## config.mk

```make
export PLATFORM = sky130hd
export DESIGN_NAME = pos_decoder
export DESIGN_NICKNAME = d
export VERILOG_FILES = /design/src/rtl/pos_decoder_pkg.sv /design/src/rtl/pos_decoder_onehot_dec.sv /design/src/rtl/pos_decoder.sv
export SDC_FILE = /design/constraint.sdc
export NUM_CORES = 1
export LEC_CHECK = 0
export BUFFER_PORTS_ARGS = -buffer_cell sky130_fd_sc_hd__buf_2
export CAP_MARGIN = 25
export CORE_ASPECT_RATIO = 1.1
export CORE_MARGIN = 3
export CORE_UTILIZATION = 46
export DETAILED_ROUTE_END_ITERATION = 7
export GPL_ROUTABILITY_DRIVEN = 0
export PLACE_DENSITY = 0.72
export RECOVER_POWER = 25
export SYNTH_ARGS = -nofsm -noshare
export SYNTH_HDL_FRONTEND = slang
export SYNTH_SLANG_ARGS = --single-unit
```

## constraint.sdc

```tcl
create_clock -name clk -period 1.9 [get_ports clk]
set_clock_uncertainty 0.15 [all_clocks]
set_input_delay 0.38 -clock clk [delete_from_list [all_inputs] [get_ports clk]]
set_output_delay 0.38 -clock clk [all_outputs]
set_load 0.02 [all_outputs]
```

## src/rtl/pos_decoder_pkg.sv

```systemverilog
`default_nettype none
// ============================================================================
//  Module      : pos_decoder_pkg
//  Description : Shared definitions for the position decoder. Holds the
//                frame-engine state type and the default output width.
//                Optional feature macro used by this block:
//                POS_DECODER_RANGE_CHECK_EN (sticky out-of-range flag).
//  Revision    : 1.0 - initial release
// ============================================================================
package pos_decoder_pkg;

    // Default width of the reconstructed bit vector.
    localparam int DEFAULT_OUT_WIDTH = 32;

    // ACCUM : collecting position beats of a frame (in_ready=1)
    // EMIT  : presenting the reconstructed word     (out_valid=1)
    typedef enum logic [0:0] {
        ACCUM = 1'b0,
        EMIT  = 1'b1
    } state_t;

endpackage : pos_decoder_pkg
`default_nettype wire

```

## src/rtl/pos_decoder_onehot_dec.sv

```systemverilog
`default_nettype none
// ============================================================================
//  Module      : onehot_dec
//  Description : Combinational index-to-one-hot decoder. An index that does
//                not address a bit of the output (i_pos >= OUT_WIDTH, only
//                reachable for non-power-of-2 widths) produces all zeros.
//  Ports       : i_pos    [POS_WIDTH-1:0] bit index
//                o_onehot [OUT_WIDTH-1:0] one-hot of i_pos, or zero
//  Revision    : 1.0 - initial release
// ============================================================================
module onehot_dec #(
    parameter  int OUT_WIDTH = 32,
    localparam int POS_WIDTH = $clog2(OUT_WIDTH)
) (
    input  logic [POS_WIDTH-1:0] i_pos,
    output logic [OUT_WIDTH-1:0] o_onehot
);

    // Each output bit is a plain equality compare against its own index;
    // indices beyond OUT_WIDTH-1 have no matching bit, so they decode to 0.
    for (genvar i = 0; i < OUT_WIDTH; i++) begin : g_bit
        localparam logic [POS_WIDTH-1:0] C_IDX = POS_WIDTH'(i);
        assign o_onehot[i] = (i_pos == C_IDX);
    end

endmodule : onehot_dec
`default_nettype wire

```

## src/rtl/pos_decoder.sv

```systemverilog
`default_nettype none
// ============================================================================
//  Module      : pos_decoder
//  Description : Rebuilds a bit vector from a framed stream of bit-position
//                beats. Each accepted beat ORs one-hot(in_pos) into an
//                accumulator and bumps a saturating beat counter. The beat
//                flagged in_last closes the frame; the word is then held on
//                the output side until the consumer takes it.
//  Ports       : clk, rst_n (async, active-low)
//                in_valid / in_ready / in_pos / in_last   - position beats
//                out_valid / out_ready / out_word / out_count - result
//                err - sticky out-of-range flag
//  Options     : POS_DECODER_RANGE_CHECK_EN - when defined, err is set by
//                any accepted beat with in_pos >= OUT_WIDTH and held until
//                reset. When undefined, err is tied low.
//  Revision    : 1.0 - initial release
// ============================================================================
module pos_decoder
    import pos_decoder_pkg::*;
#(
    parameter  int OUT_WIDTH = DEFAULT_OUT_WIDTH,
    localparam int POS_WIDTH = $clog2(OUT_WIDTH)
) (
    input  logic                 clk,
    input  logic                 rst_n,
    input  logic                 in_valid,
    output logic                 in_ready,
    input  logic [POS_WIDTH-1:0] in_pos,
    input  logic                 in_last,
    output logic                 out_valid,
    input  logic                 out_ready,
    output logic [OUT_WIDTH-1:0] out_word,
    output logic [POS_WIDTH:0]   out_count,
    output logic                 err
);

    localparam logic [POS_WIDTH:0] C_COUNT_MAX = '1;
    localparam logic [POS_WIDTH:0] C_COUNT_ONE = {{POS_WIDTH{1'b0}}, 1'b1};

    state_t                 r_state;
    state_t                 w_state_next;
    logic [OUT_WIDTH-1:0]   r_acc;
    logic [POS_WIDTH:0]     r_count;
    logic [OUT_WIDTH-1:0]   w_onehot;
    logic                   w_in_fire;
    logic                   w_out_fire;

    // ------------------------------------------------------------------
    // Position decode
    // ------------------------------------------------------------------
    onehot_dec #(
        .OUT_WIDTH (OUT_WIDTH)
    ) u_onehot_dec (
        .i_pos    (in_pos),
        .o_onehot (w_onehot)
    );

    // in_ready / out_valid come straight from the state, so these fire
    // terms already exclude beats offered while the other side is active.
    assign w_in_fire  = in_valid  & in_ready;
    assign w_out_fire = out_valid & out_ready;

    // ------------------------------------------------------------------
    // Frame FSM
    // ------------------------------------------------------------------
    always_ff @(posedge clk or negedge rst_n) begin
        if (!rst_n) begin
            r_state <= ACCUM;
        end else begin
            r_state <= w_state_next;
        end
    end

    always_comb begin
        w_state_next = r_state;
        in_ready     = 1'b0;
        out_valid    = 1'b0;
        case (r_state)
            ACCUM: begin
                in_ready = 1'b1;
                if (in_valid && in_last) begin
                    w_state_next = EMIT;
                end
            end
            EMIT: begin
                out_valid = 1'b1;
                // Return to ACCUM on the handshake; in_ready only rises on
                // the next cycle, there is no same-cycle bypass.
                if (out_ready) begin
                    w_state_next = ACCUM;
                end
            end
            default: begin
                w_state_next = ACCUM;
            end
        endcase
    end

    // ------------------------------------------------------------------
    // Accumulator and saturating beat counter
    // ------------------------------------------------------------------
    // Duplicate positions are naturally idempotent through the OR; an
    // out-of-range position decodes to zero but still counts as a beat.
    always_ff @(posedge clk or negedge rst_n) begin
        if (!rst_n) begin
            r_acc   <= '0;
            r_count <= '0;
        end else if (w_out_fire) begin
            r_acc   <= '0;
            r_count <= '0;
        end else if (w_in_fire) begin
            r_acc <= r_acc | w_onehot;
            if (r_count != C_COUNT_MAX) begin
                r_count <= r_count + C_COUNT_ONE;
            end
        end
    end

    // The partial frame is kept private while accumulating; the result is
    // only exposed once the frame has closed.
    assign out_word  = (r_state == EMIT) ? r_acc   : '0;
    assign out_count = (r_state == EMIT) ? r_count : '0;

    // ------------------------------------------------------------------
    // Optional sticky out-of-range flag
    // ------------------------------------------------------------------
`ifdef POS_DECODER_RANGE_CHECK_EN
    localparam logic [POS_WIDTH:0] C_OUT_WIDTH_EXT = (POS_WIDTH + 1)'(OUT_WIDTH);

    logic w_out_of_range;
    logic r_err;

    // One extra bit so OUT_WIDTH itself is representable in the compare.
    assign w_out_of_range = ({1'b0, in_pos} >= C_OUT_WIDTH_EXT);

    always_ff @(posedge clk or negedge rst_n) begin
        if (!rst_n) begin
            r_err <= 1'b0;
        end else if (w_in_fire && w_out_of_range) begin
            r_err <= 1'b1;
        end
    end

    assign err = r_err;
`else
    assign err = 1'b0;
`endif

endmodule : pos_decoder
`default_nettype wire

```

==> results of run 1 <==
## routing by layer
metal | track usage (%) | vias up | part of all wire (%)
met1 | 23.6 | 777 | 45
met4 | 7.28 | 0 | 1.6
met2 | 29.2 | 48 | 47
met5 | 0 | - | 0
li1 | - | 786 | -
met3 | 4.98 | 7 | 6.9
## kinds of logic (layout without fill, tap and decap cells)
group / after synthesis / after routing / share of synthesized area (%)
AO/OA/AOI/OAI: 42 / 42 / 14.7
adder cells (fa/ha/maj): 1 / 1 / 0.646
buffers and inverters: 21 / 71 / 6.08
flip-flops: 39 / 39 / 50.4
multiplexers: 2 / 2 / 1.03
other: 1 / 1 / 0.194
AND/OR/NAND/NOR: 96 / 96 / 27.0
## through the flow
step,area (um^2),utilization [%],hold slack [ps]
after floorplan,1940,-,-65.6
after global placement,2220,55.5,311
after detailed placement,2220,55.5,309
after CTS,2310,57.9,135
after global routing,2310,57.8,165
final,2310,57.8,142
## Yosys cell counts
| cell | n |
|---|---|
| and2_1 | 42 |
| dfrtp_1 | 39 |
| nor2_1 | 35 |
| a31oi_1 | 32 |
| clkbuf_1 | 10 |
| nor2b_1 | 6 |
| nand2_1 | 5 |
| buf_2 | 4 |
| buf_6 | 4 |
| a41oi_1 | 2 |
| inv_1 | 2 |
| mux2i_1 | 2 |
| nand4_1 | 2 |
| a211oi_1 | 1 |
| a21oi_1 | 1 |
| a311oi_1 | 1 |
| a31o_1 | 1 |
| a41o_1 | 1 |
| a41oi_2 | 1 |
| and3_1 | 1 |
| and3b_1 | 1 |
| and4b_1 | 1 |
| buf_4 | 1 |
| conb_1 | 1 |
| ha_1 | 1 |
| nand2b_1 | 1 |
| nor2b_2 | 1 |
| nor3b_4 | 1 |
| o21ai_0 | 1 |
| o21ai_1 | 1 |
## cell usage in the layout, fill, tap and decap left out, drive strengths merged, types with 2 or more instances in the layout
cell    instances
nand2           5
clkbuf          6
mux2i           2
buf            59
o21ai           2
a41oi           3
inv             2
clkinv          3
and2           42
nor2b           7
nand4           2
a31oi          32
dfrtp          39
nor2           35
## sequential cells by signal, summed over array words and instances (netlist names)
signal   cells
r_acc       32
r_count      6
r_state      1
## repair_timing
| action | 4_1_cts | 5_1_grt |
|---|---|---|
| hold buffers | 1 | 0 |
| hold endpoints to repair | 39 | 0 |
| endpoints found under the setup margin | 0 | 0 |
## worst max-delay path: stages, from the launching register on
cell and delay [ps]:
dfrtp_1 350, buf_4 250, and2_1 170, buf_2 160
## how the worst max path moves through the flow
stage             from           end  slack [ps]  depth (start not counted)
2_1_floorplan  r_state  out_count[2]         300                          3
3_3_place_gp   r_state    r_count[4]         450                          4
3_5_place_dp   r_state    r_count[4]         450                          4
4_1_cts        r_state   out_word[1]         130                          3
5_1_grt        r_state   out_word[1]          70                          3
6_report       r_state  out_word[22]         150                          3
## final cells by class
class                           count  area (um^2)  share of cell area [%]
Tap cell                           52         65.1                    2.82
Timing Repair Buffer               61          335                    14.5
Multi-Input combinational cell    142          840                    36.4
Clock inverter                      3         15.0                   0.651
Sequential cell                    39          976                    42.3
Inverter                            2         7.51                   0.325
Clock buffer                        5         68.8                    2.98
## power by group through the flow
stage	Clock [mW]	Sequential [mW]	Combinational (mW)
6_report	0.540	0.997	0.400
3_3_place_gp	0	1.01	0.395
2_1_floorplan	0	0.990	0.293
4_1_cts	0.553	0.996	0.408
5_1_grt	0.587	1.01	0.449
3_5_place_dp	0	1.01	0.406
==> impl_results.md, run 1 <==
- Non-filler cells in the finished layout: 304
- Initial antenna violation count: 0
- Diode count: 0
- Final setup fails: 0
- HP Class: primary input to flip-flop
- Total Routing Usage GR: 18.3%
- Critical Path AT: 1220 ps
- Nets: 262
- Seq/Total Area, Yosys: 50.4%
- Final routed DRC violation total: 0
- Worst EP required: 1370 ps
- Capture point of the worst reg-to-reg path: r_count[4]
- TritonCTS clock tree: yes
- CTS clk-pin slew, worst paths: 70 ps
- Synth Register Bits: 39
- Vias in the first global route: 1431
- Outcome: complete, no violations
- 1st-pass router iterations: 4
- Total of max-cap violations: 0
- Worst r2r path cells: 4
- Area Overhead vs Synth: 19.2%
- CP max FO: 32
- Max Root-Sink Buffers: 2
- Via density: 5.32
- Power share of the combinational group: 20.6%
- Setup TNS: 0 ps
- Tot Pwr: 1.94 mW
- Crit Path Category: flip-flop to output port
- Hold depth: 3
- Cell taking the most area after synthesis: dfrtp_1
- Critical Path Source Type: flip-flop
- Die X: 67.9 um
- Relative slew slack: 38.4%
- Achievable Freq: 572 MHz
- Final max-slew violation count: 0
- Die ar.: 0.00502 mm^2
- Pwr Density: 840 mW/mm^2
- Pre-CTS WS: 453 ps
- Worst reg-to-reg setup slack: 330 ps
- CP Capture Type: output port
- Final WS setup: 152 ps
- Syn Inst Count: 202
- Share of post-route cells with drive strength above 1: 27.8%
- Placed cells: 295
- Worst reg2reg path startpoint: r_state
- Final hold violation count: 0
- PostCTS Resize Cnt: 0
- Mapped Area: 0.00194 mm^2
- Avg WL per Cell: 14.0 um
- Syn nets: 213
- First-pass GRT wire length: 6910 um
- CTS sink cnt: 39
- FILL cells: 375
- CTS H-Tree Depth: 2
- Yosys warning count: 0
- Num rows: 24
- PortBufs: 49
- Chip height: 74.0 um
- P_sw: 617 uW
- Routed WL: 4260 um
- Cell Int Power: 1.32 mW
- Clock Power Share: 27.9%
- Post-synth top area share: 50.4%
- CTS buffer count: 5
- Cell variety after synth: 30
- RSZ-0062 raised after global routing: no
- Sequential power share: 51.5%
- Detail Route Antenna Nets: 0
- Maximum VDD drop: 412 uV
- LEAKAGE: 1.25 nW
- Sw Share: 31.8%
- Largest cells by area after synthesis: dfrtp_1 50%, and2_1 14%, a31oi_1 10%, nor2_1 6.8%, buf_6 2.3%
- Initial core utilization: 48.5%
- Period Utilization, post-route: 92.0%
- Post-DP HPWL: 2950 um
- Clk_lat worst skew: 290 ps
- Post-route minimum period: 1750 ps
- Slew @ Worst Pin: 924 ps
- I/O pin count: 51
- Clock root buffer master: clkbuf_8
- Post-CTS setup buffer count: 0
- Hold Startpoint: in_last
- CORE AREA: 0.00399 mm^2
- First DRT Iteration DRCs: 79
- Hold worst-path end: r_state
- Pin count of the biggest net entering global routing: 40
- Synthesized area per cell: 9.58 um^2
- Vias: 1618
- Grt ovf: 0
Note: power is estimated with default switching activity, not from simulation.
==> run 2, diff against run 1 <==
--- a/config.mk
+++ b/config.mk
@@ -10,8 +10,10 @@
 export CORE_ASPECT_RATIO = 1.1
 export CORE_MARGIN = 3
 export CORE_UTILIZATION = 46
+export CTS_BUF_LIST = sky130_fd_sc_hd__clkbuf_4
 export DETAILED_ROUTE_END_ITERATION = 7
 export GPL_ROUTABILITY_DRIVEN = 0
+export GPL_TIMING_DRIVEN = 0
 export PLACE_DENSITY = 0.72
 export RECOVER_POWER = 25
 export SYNTH_ARGS = -nofsm -noshare
==> constraint.sdc (replaced) <==
create_clock -name clk -period 1.9 [get_ports clk]
set_clock_uncertainty 0.15 [all_clocks]
set_input_delay 0.38 -clock clk [delete_from_list [all_inputs] [get_ports clk]]
set_output_delay 0.38 -clock clk [all_outputs]
set_load 0.1 [all_outputs]
==> impl_results.md, run 2 (same netlist as run 1, synthesis figures left out) <==
- Final WS setup: -51.6 ps (-203 ps)
- Routed WL: 5180 um (+22%)
- HP Class: primary input to flip-flop
- Share of post-route cells with drive strength above 1: 42.7% (+15 points)
- CTS buffer count: 5 (unchanged)
- Pwr Density: 753 mW/mm^2 (-10%)
- Critical path buffer and inverter count: 2 (unchanged)
- Initial antenna violation count: 0 (unchanged)
- Outcome: finished, violations left
- Total Routing Usage GR: 21.5% (+3.2 points)
- Capture point of the worst reg-to-reg path: r_acc[10]
- Num rows: 24 (unchanged)
- CP peak stage delay: 560 ps (+210 ps)
- Worst r2r path cells: 5 (+1)
- 1st-pass router iterations: 4 (unchanged)
- Area Overhead vs Synth: 55.4%
- Grt ovf: 0 (unchanged)
- Slew @ Worst Pin: 839 ps (-85.3 ps)
- Maximum VDD drop: 768 uV (+86%)
- First DRT Iteration DRCs: 154 (+95%)
- CTS clk-pin slew, worst paths: 120 ps (+50 ps)
- Critical Path Source Type: flip-flop
- Reg with most FFs: r_acc
- Worst path cell trace: buf_8 > and2_2 > buf_8
- Most frequent cells in the layout: 38 x dfrtp_1, 35 x nor2_1, 35 x buf_12
- Max reg flops: 32 (unchanged)
- Final max-slew violation count: 0 (unchanged)
- Final setup fails: 28 (+28)
- CTS H-Tree Depth: 2 (unchanged)
- Post-route minimum period: 1950 ps (+203 ps)
- Pin count of the biggest net entering global routing: 40 (unchanged)
- Most common cell after layout, fill and taps aside: dfrtp_1
- Nets: 270 (+3.1%)
- Levels on crit path: 3 (unchanged)
- PortBufs: 49 (unchanged)
- Clk_lat worst skew: 350 ps (+60 ps)
- Diode count: 0 (unchanged)
- TritonCTS clock tree: yes
- Worst reg-to-reg setup slack: 150 ps (-180 ps)
- Worst EP required: 1370 ps (about the same)
- Relative slew slack: 44.1% (+5.7 points)
- Failing checks: negative setup slack
- Period Utilization, post-route: 103% (+11 points)
- Most used cell, CP: buf_8
- Detail Route Antenna Nets: 0 (unchanged)
- LEAKAGE: 1.42 nW (+13%)
- I/O pin count: 51 (unchanged)
- Crit Path Category: flip-flop to output port
- Initial core utilization: 48.5% (unchanged)
- Die X: 67.9 um (unchanged)
- Slowest cell on crit path: dfrtp_4
- CP Capture Type: output port
- Critical Path AT: 1420 ps (+200 ps)
- Vias in the first global route: 1633 (+14%)
- Tot Pwr: 2.26 mW (+17%)
- Post-DP HPWL: 3260 um (+11%)
- Setup crit start: r_state
- Die ar.: 0.00502 mm^2 (unchanged)
- Pre-CTS WS: -119 ps (-573 ps)
- CP max FO: 10 (-69%)
- Via density: 5.52 (+3.7%)
- Total of max-cap violations: 0 (unchanged)
- Clock root buffer master: clkbuf_4
- First-pass GRT wire length: 8020 um (+16%)
- Biggest regs: r_acc x32, r_count x6, r_state x1
- Vias: 1722 (+6.4%)
- CTS sink cnt: 39 (unchanged)
- Avg WL per Cell: 16.6 um (+19%)
- Achievable Freq: 512 MHz (-10%)
- Final routed DRC violation total: 0 (unchanged)
- Max Root-Sink Buffers: 2 (unchanged)
- Final hold violation count: 0 (unchanged)
- Crit-path leading delay family: flip-flops
- CP endpoint: out_word[11]
- CORE AREA: 0.00399 mm^2 (unchanged)
- Worst reg2reg path startpoint: r_state
- RSZ-0062 raised after global routing: yes
- Chip height: 74.0 um (unchanged)
==> run 2: worst min path at each step <==
stage,start,to,slack [ps],depth (start not counted)
after floorplan,rst_n,r_acc[0],-70,0
after global placement,r_acc[5],r_acc[5],320,2
after detailed placement,r_acc[16],r_acc[16],330,2
after CTS,in_last,r_state,90,3
after global routing,out_ready,r_state,110,2
final,in_last,r_state,110,3
==> run 2: layer usage <==
layer	GRT usage (%)	vias to the layer above	part of all wire [%]
met1	27.7	859	41
met3	3.78	8	4.4
met2	37.0	49	54
met5	0	-	0
met4	6.18	0	1.4
li1	-	806	-
==> run 2: tightest hold or removal path: stages <==
cell and delay (ps):
buf_2 80, nand2_1 40, o21ai_0 80
==> run 2: metrics by stage <==
| step | util (%) | hold slack [ps] | setup TNS [ps] | instance area (um^2) | cells |
|---|---|---|---|---|---|
| 2_1_floorplan | - | -65.6 | -3110 | 2000 | 202 |
| 5_1_grt | 75.3 | 109 | -2390 | 3010 | 312 |
| 3_3_place_gp | 57.9 | 318 | -1490 | 2310 | 303 |
| 4_1_cts | 73.9 | 89.8 | -1220 | 2950 | 312 |
| 3_5_place_dp | 57.9 | 326 | -2320 | 2310 | 303 |
| 6_report | 75.3 | 112 | -709 | 3010 | 312 |
==> run 2: power by group <==
group	internal (mW)	switching, mW
logic	0.307	0.521
registers	0.916	0.0986
clock network	0.153	0.268
total	1.38	0.888
==> run 2: layout make-up <==
class                           instances  area [um^2]
Sequential cell                        39          980
Fill cell                             280          986
Tap cell                               52         65.1
Multi-Input combinational cell        142          927
Buffer                                 18          143
Clock buffer                            6         45.0
Clock inverter                          2         8.76
Inverter                                2         11.3
Timing Repair Buffer                   51          828
==> run 2: repair_timing <==
action,in CTS,in global routing
pin swaps,0,0
hold endpoints to repair,11,0
hold buffers,1,0
resized for setup,174,17
endpoints found under the setup margin,39,39
setup buffers,1,0
